`config.mk`:
```
export PLATFORM = sky130hd
export DESIGN_NAME = addsub_arbiter
export DESIGN_NICKNAME = d
export VERILOG_FILES = /design/src/rtl/addsub_arbiter.sv
export SDC_FILE = /design/constraint.sdc
export NUM_CORES = 1
export LEC_CHECK = 0
export ABC_CLOCK_PERIOD_IN_PS = 4130
export CAP_MARGIN = 20
export CORE_ASPECT_RATIO = 0.8
export CORE_MARGIN = 3
export CORE_UTILIZATION = 40
export CTS_CLUSTER_DIAMETER = 60
export CTS_CLUSTER_SIZE = 40
export DETAILED_ROUTE_END_ITERATION = 6
export PLACE_DENSITY = 0.84
export SLEW_MARGIN = 20
export SYNTH_ARGS = -nofsm -noshare
export SYNTH_HDL_FRONTEND = slang
export SYNTH_SLANG_ARGS = --single-unit
```
`constraint.sdc`:
```
create_clock -name clk -period 4.13 [get_ports clk]
set_input_delay 1.239 -clock clk [delete_from_list [all_inputs] [get_ports clk]]
set_output_delay 1.239 -clock clk [all_outputs]
set_load 0.03 [all_outputs]
```
`src/rtl/addsub_arbiter.sv`:
```
// Round-robin arbiter sharing one combinational addsub32 among N requesters.
// Optional ADDSUB_STATS_EN adds op_count/ovf_count statistics outputs.

module addsub32 (
    input  logic [31:0] a,
    input  logic [31:0] b,
    input  logic        sub,
    output logic [31:0] ans,
    output logic        cout,
    output logic        v
);
    logic [31:0] bx;
    logic [31:0] lo;
    logic [1:0]  hi;

    // Split at bit 31 so the carry into the sign bit is visible for overflow.
    always_comb begin
        bx   = b ^ {32{sub}};
        lo   = {1'b0, a[30:0]} + {1'b0, bx[30:0]} + {31'd0, sub};
        hi   = {1'b0, a[31]} + {1'b0, bx[31]} + {1'b0, lo[31]};
        ans  = {hi[0], lo[30:0]};
        cout = hi[1];
        v    = lo[31] ^ hi[1];
    end
endmodule

module addsub_arbiter #(
    parameter int N             = 4,
    parameter int SETTLE_CYCLES = 2
) (
    input  logic                clk,
    input  logic                rst,
    input  logic [N-1:0]        req,
    input  logic [N-1:0][31:0]  a_in,
    input  logic [N-1:0][31:0]  b_in,
    input  logic [N-1:0]        sub_in,
    output logic [N-1:0]        gnt,
    output logic [N-1:0]        done,
    output logic [31:0]         result,
    output logic                cout_out,
    output logic                v_out,
`ifdef ADDSUB_STATS_EN
    output logic [15:0]         op_count,
    output logic [15:0]         ovf_count,
`endif
    output logic                busy
);
    localparam int PW = (N > 1) ? $clog2(N) : 1;
    localparam int CW = (SETTLE_CYCLES > 1) ? $clog2(SETTLE_CYCLES) : 1;

    typedef enum logic [1:0] {IDLE, SETTLE, DONE} state_t;

    typedef struct packed {
        logic [31:0] a;
        logic [31:0] b;
        logic        sub;
    } op_t;

    state_t          state_q, state_d;
    logic [PW-1:0]   rr_ptr, sel, idx;
    logic [CW-1:0]   cnt;
    op_t             op_q;
    logic            found, grant, capture;
    logic [31:0]     ans;
    logic            ans_c, ans_v;

    addsub32 u_addsub (
        .a    (op_q.a),
        .b    (op_q.b),
        .sub  (op_q.sub),
        .ans  (ans),
        .cout (ans_c),
        .v    (ans_v)
    );

    // First requester after rr_ptr wins; the last-served port is checked last.
    always_comb begin
        sel   = '0;
        idx   = '0;
        found = 1'b0;
        for (int k = 1; k <= N; k++) begin
            idx = PW'((int'(rr_ptr) + k) % N);
            if (!found && req[idx]) begin
                found = 1'b1;
                sel   = idx;
            end
        end
    end

    always_ff @(posedge clk or posedge rst) begin
        if (rst) state_q <= IDLE;
        else     state_q <= state_d;
    end

    always_comb begin
        state_d = state_q;
        grant   = 1'b0;
        capture = 1'b0;
        case (state_q)
            IDLE: if (found) begin
                grant   = 1'b1;
                state_d = SETTLE;
            end
            SETTLE: if (cnt == '0) begin
                capture = 1'b1;
                state_d = DONE;
            end
            DONE:    state_d = IDLE;
            default: state_d = IDLE;
        endcase
    end

    always_ff @(posedge clk or posedge rst) begin
        if (rst) begin
            op_q     <= '0;
            gnt      <= '0;
            done     <= '0;
            rr_ptr   <= PW'(N - 1);
            cnt      <= '0;
            result   <= '0;
            cout_out <= 1'b0;
            v_out    <= 1'b0;
        end else begin
            if (grant) begin
                op_q   <= '{a: a_in[sel], b: b_in[sel], sub: sub_in[sel]};
                gnt    <= N'(1) << sel;
                rr_ptr <= sel;
                cnt    <= CW'(SETTLE_CYCLES - 1);
            end else if (state_q == SETTLE && cnt != '0) begin
                cnt <= cnt - 1'b1;
            end
            if (capture) begin
                result   <= ans;
                cout_out <= ans_c;
                v_out    <= ans_v;
                done     <= gnt;
            end
            if (state_q == DONE) begin
                done <= '0;
                gnt  <= '0;
            end
        end
    end

`ifdef ADDSUB_STATS_EN
    // v_out already holds the just-captured flag during the DONE cycle.
    always_ff @(posedge clk or posedge rst) begin
        if (rst) begin
            op_count  <= '0;
            ovf_count <= '0;
        end else if (state_q == DONE) begin
            op_count <= op_count + 16'd1;
            if (v_out) ovf_count <= ovf_count + 16'd1;
        end
    end
`endif

    assign busy = (state_q != IDLE);
endmodule

```
==> impl_metrics.toml <==
[logic_synthesis]
ys_types = 62
synth_edf_count = 0
synth.net_count = 1465
synth_seq_cells = 112
synth.top_cell.area_share = 0.336
register_area_share_after_synthesis = 0.343
synthesis.area_per_instance_um2 = 7.02
synthFlopType = "sky130_fd_sc_hd__dfrtp_1"
synth_top_cell_by_area = "sky130_fd_sc_hd__dfrtp_1"
synthesized_area_um2 = 8190
synth-warning-count = 0
synth.area.top_cells = "sky130_fd_sc_hd__dfrtp_1 (34%), sky130_fd_sc_hd__nand2_1 (12%), sky130_fd_sc_hd__o21ai_0 (10%)"
synthesized_netlist_cell_count = 1167
asyncSetResetFlopFracSynth = 1.00

[setup_path]
crit_arrival_ps = 4170
worstPathMaxFanout = 7
timing.critical_path.from_type = "flop"
crit_path_end_kind = "flop"
worst-endpoint-required_ps = 4400
worst-setup-path-type = "reg2reg"

[final_layout]
synthesis_to_layout_area_growth_pct = 46.6
design_area_um2 = 12000
final_layout_size_suffix_gt1_frac = 0.0460
register_cell_area_after_layout_um2 = 2810
final.fill_count = 1795
final_net_count = 1728
n_antenna_cell = 0
finish.utilization = 0.601
instances_no_fill = 1699
multi_input_area_um2 = 5080

[die]
std_cell_rows = 46
die_h_um = 134
floorplan.initialDensity = 0.410
design.core.area_um2 = 20000
design.die.area_um2 = 22200
design.portCount = 309
dieWidth_um = 166

[clock_network]
cts_sinks = 112
cts_root_buf = "sky130_fd_sc_hd__clkbuf_16"
clock_tree_from_tritoncts = "built"
clk_transition_reported_paths_ps = 80
clock_latency_ps = 360
cts_made_buffers = 9
cts_max_path_buffers = 2
cts_htree_levels = 3

[min_path]
holdCritPathClass = "reg2reg"

[place]
port_buffers = 308
gp_congestion = 0.908
placedInstanceArea_um2 = 11600
dp_cells = 1681
dpl_worst_slack_ps = 154
half_perimeter_wire_length_after_placement_um = 21900

[grt]
grtUsageTotal = 0.238
antenna_found_initial = 0
grt_remaining_overflow = 0
pin_count_of_the_biggest_net_entering_global_routing = 63
grt_pass1_wl_um = 43200
first_global_vias = 8408

[detailed_routing]
detailroute.via_count = 8747
drt.antenna.violating_nets = 0
routed_wl_um = 27400
wire_per_inst_um = 16.1
drt_pass1_iterations = 5
drt-vias-per-instance = 5.15
drt_first_iter_violations = 541
drc = 0

[sta]
maxClockFrequency_mhz = 256
timing.final.crit_share = 0.944
grt_setup_unrepaired = "false"
timing.setup.tns_ps = 0
maxSlewViolCount = 0
min_period_ps = 3900
skew_ps = 9.50
finalWorstSetupSlack_ps = 231
actual_transition_at_the_worst_max_transition_pin_ps = 950
setup_violations = 0
finalHoldViolCount = 0
slew_headroom = 0.364
fin_hold_ws_ps = 480

[power]
p_leak_nw = 5.22
report.power.total_mw = 11.3
p_per_area_nw_per_um2 = 938
irDropWorstVdd_v = 0.000431

[job]
drv_cap = 0

[status]
outcome = "completed"
-- cell usage in the layout, fill, tap and decap left out, drive strengths merged, types with 8 or more instances in the layout --
master,count
inv,12
nor3,8
a21o,19
nor2,215
nand3,76
ha,30
nand2,263
xnor2,11
clkbuf,9
dfrtp,110
buf,23
o31ai,10
a21oi,37
clkdlybuf4s50,308
o21ai,175
xor2,42
-- cell usage after synthesis (3+ instances only) --
library cell and instances:
sky130_fd_sc_hd__o31ai_1 8, sky130_fd_sc_hd__and2_1 4, sky130_fd_sc_hd__a31oi_1 3, sky130_fd_sc_hd__ha_1 30, sky130_fd_sc_hd__nor3_1 8, sky130_fd_sc_hd__o21bai_1 4
sky130_fd_sc_hd__nand3_1 76, sky130_fd_sc_hd__a211oi_1 3, sky130_fd_sc_hd__a21oi_1 36, sky130_fd_sc_hd__a21o_1 19, sky130_fd_sc_hd__inv_1 10, sky130_fd_sc_hd__nor2b_1 7
sky130_fd_sc_hd__o21a_1 5, sky130_fd_sc_hd__nor2_1 215, sky130_fd_sc_hd__nand2b_1 3, sky130_fd_sc_hd__o21ai_1 9, sky130_fd_sc_hd__nand4_1 5, sky130_fd_sc_hd__xnor2_1 11
sky130_fd_sc_hd__o221ai_1 3, sky130_fd_sc_hd__o21ai_0 165, sky130_fd_sc_hd__dfrtp_1 110, sky130_fd_sc_hd__buf_1 11, sky130_fd_sc_hd__a21boi_1 3, sky130_fd_sc_hd__clkbuf_1 57
sky130_fd_sc_hd__xor2_1 42, sky130_fd_sc_hd__and3_1 4, sky130_fd_sc_hd__nand2_1 263, sky130_fd_sc_hd__buf_2 11
-- worst max-delay path, stage by stage (launching register included) --
cell,delay [ps]
sky130_fd_sc_hd__dfrtp_2,410
sky130_fd_sc_hd__buf_4,180
sky130_fd_sc_hd__xor2_1,150
sky130_fd_sc_hd__ha_1,330
sky130_fd_sc_hd__a21o_1,210
sky130_fd_sc_hd__o21bai_1,240
sky130_fd_sc_hd__or3_1,410
sky130_fd_sc_hd__nand3_1,140
sky130_fd_sc_hd__a211o_1,180
sky130_fd_sc_hd__a21o_1,140
sky130_fd_sc_hd__nand3_1,90
sky130_fd_sc_hd__a21o_1,230
sky130_fd_sc_hd__fa_2,400
sky130_fd_sc_hd__or3_1,380
sky130_fd_sc_hd__a31o_2,230
sky130_fd_sc_hd__o211ai_1,90
-- sequential cells by signal, summed over array words and instances (netlist names) --
signal / flops
gnt: 4
v_out: 1
rr_ptr: 2
cnt: 1
result: 32
state_q: 2
op_q: 65
cout_out: 1
done: 4
-- final timing paths --
kind                            from  depth (start not counted)    endpoint  slack, ps
min in group asynchronous        rst                          2  result[26]       1090
max reg2reg                  op_q[0]                         15       v_out        230
min                        result[7]                          2   result[7]        480
max                          op_q[0]                         15       v_out        230
min reg2reg                result[7]                          2   result[7]        480
max in group asynchronous        rst                          3     op_q[0]       2110
-- per-layer routing --
metal	part of all wire	global-route usage
met1	0.46	0.334
met2	0.46	0.387
met3	0.062	0.0457
met4	0.014	0.0503
met5	0	0
-- area by class of cell --
type                            count  share of cell area
Clock buffer                        9              0.0188
Inverter                           11             0.00375
Multi-Input combinational cell    965               0.423
Timing Repair Buffer              331               0.281
Sequential cell                   112               0.234
Clock inverter                      7              0.0124
Tap cell                          264              0.0275
-- cells by family (layout without fill, tap and decap cells) --
group           after synthesis  count (layout)  synth area share
compound gates              280             280             0.203
mux                           3               3           0.00382
buf+inv                      90             358            0.0429
xor+xnor                     53              53            0.0567
simple gates                597             597             0.300
fa+ha+maj                    32              32            0.0507
flops                       112             112             0.343
-- where the power goes --
part / internal (mW) / leakage [nW] / switching, mW / total [mW]
sequential: 1.68 / 1.37 / 0.464 / 2.15
combinational: 3.21 / 3.67 / 4.82 / 8.03
clock: 0.663 / 0.183 / 0.426 / 1.09
-- repair_timing --
item                                    CTS  global route
hold buffers                              0             0
endpoints found under the hold margin     0             0
endpoints found under the setup margin    0             1
resized for setup                         0             1
setup buffers                             0             2
No activity file was read; power rests on OpenSTA's default activity.
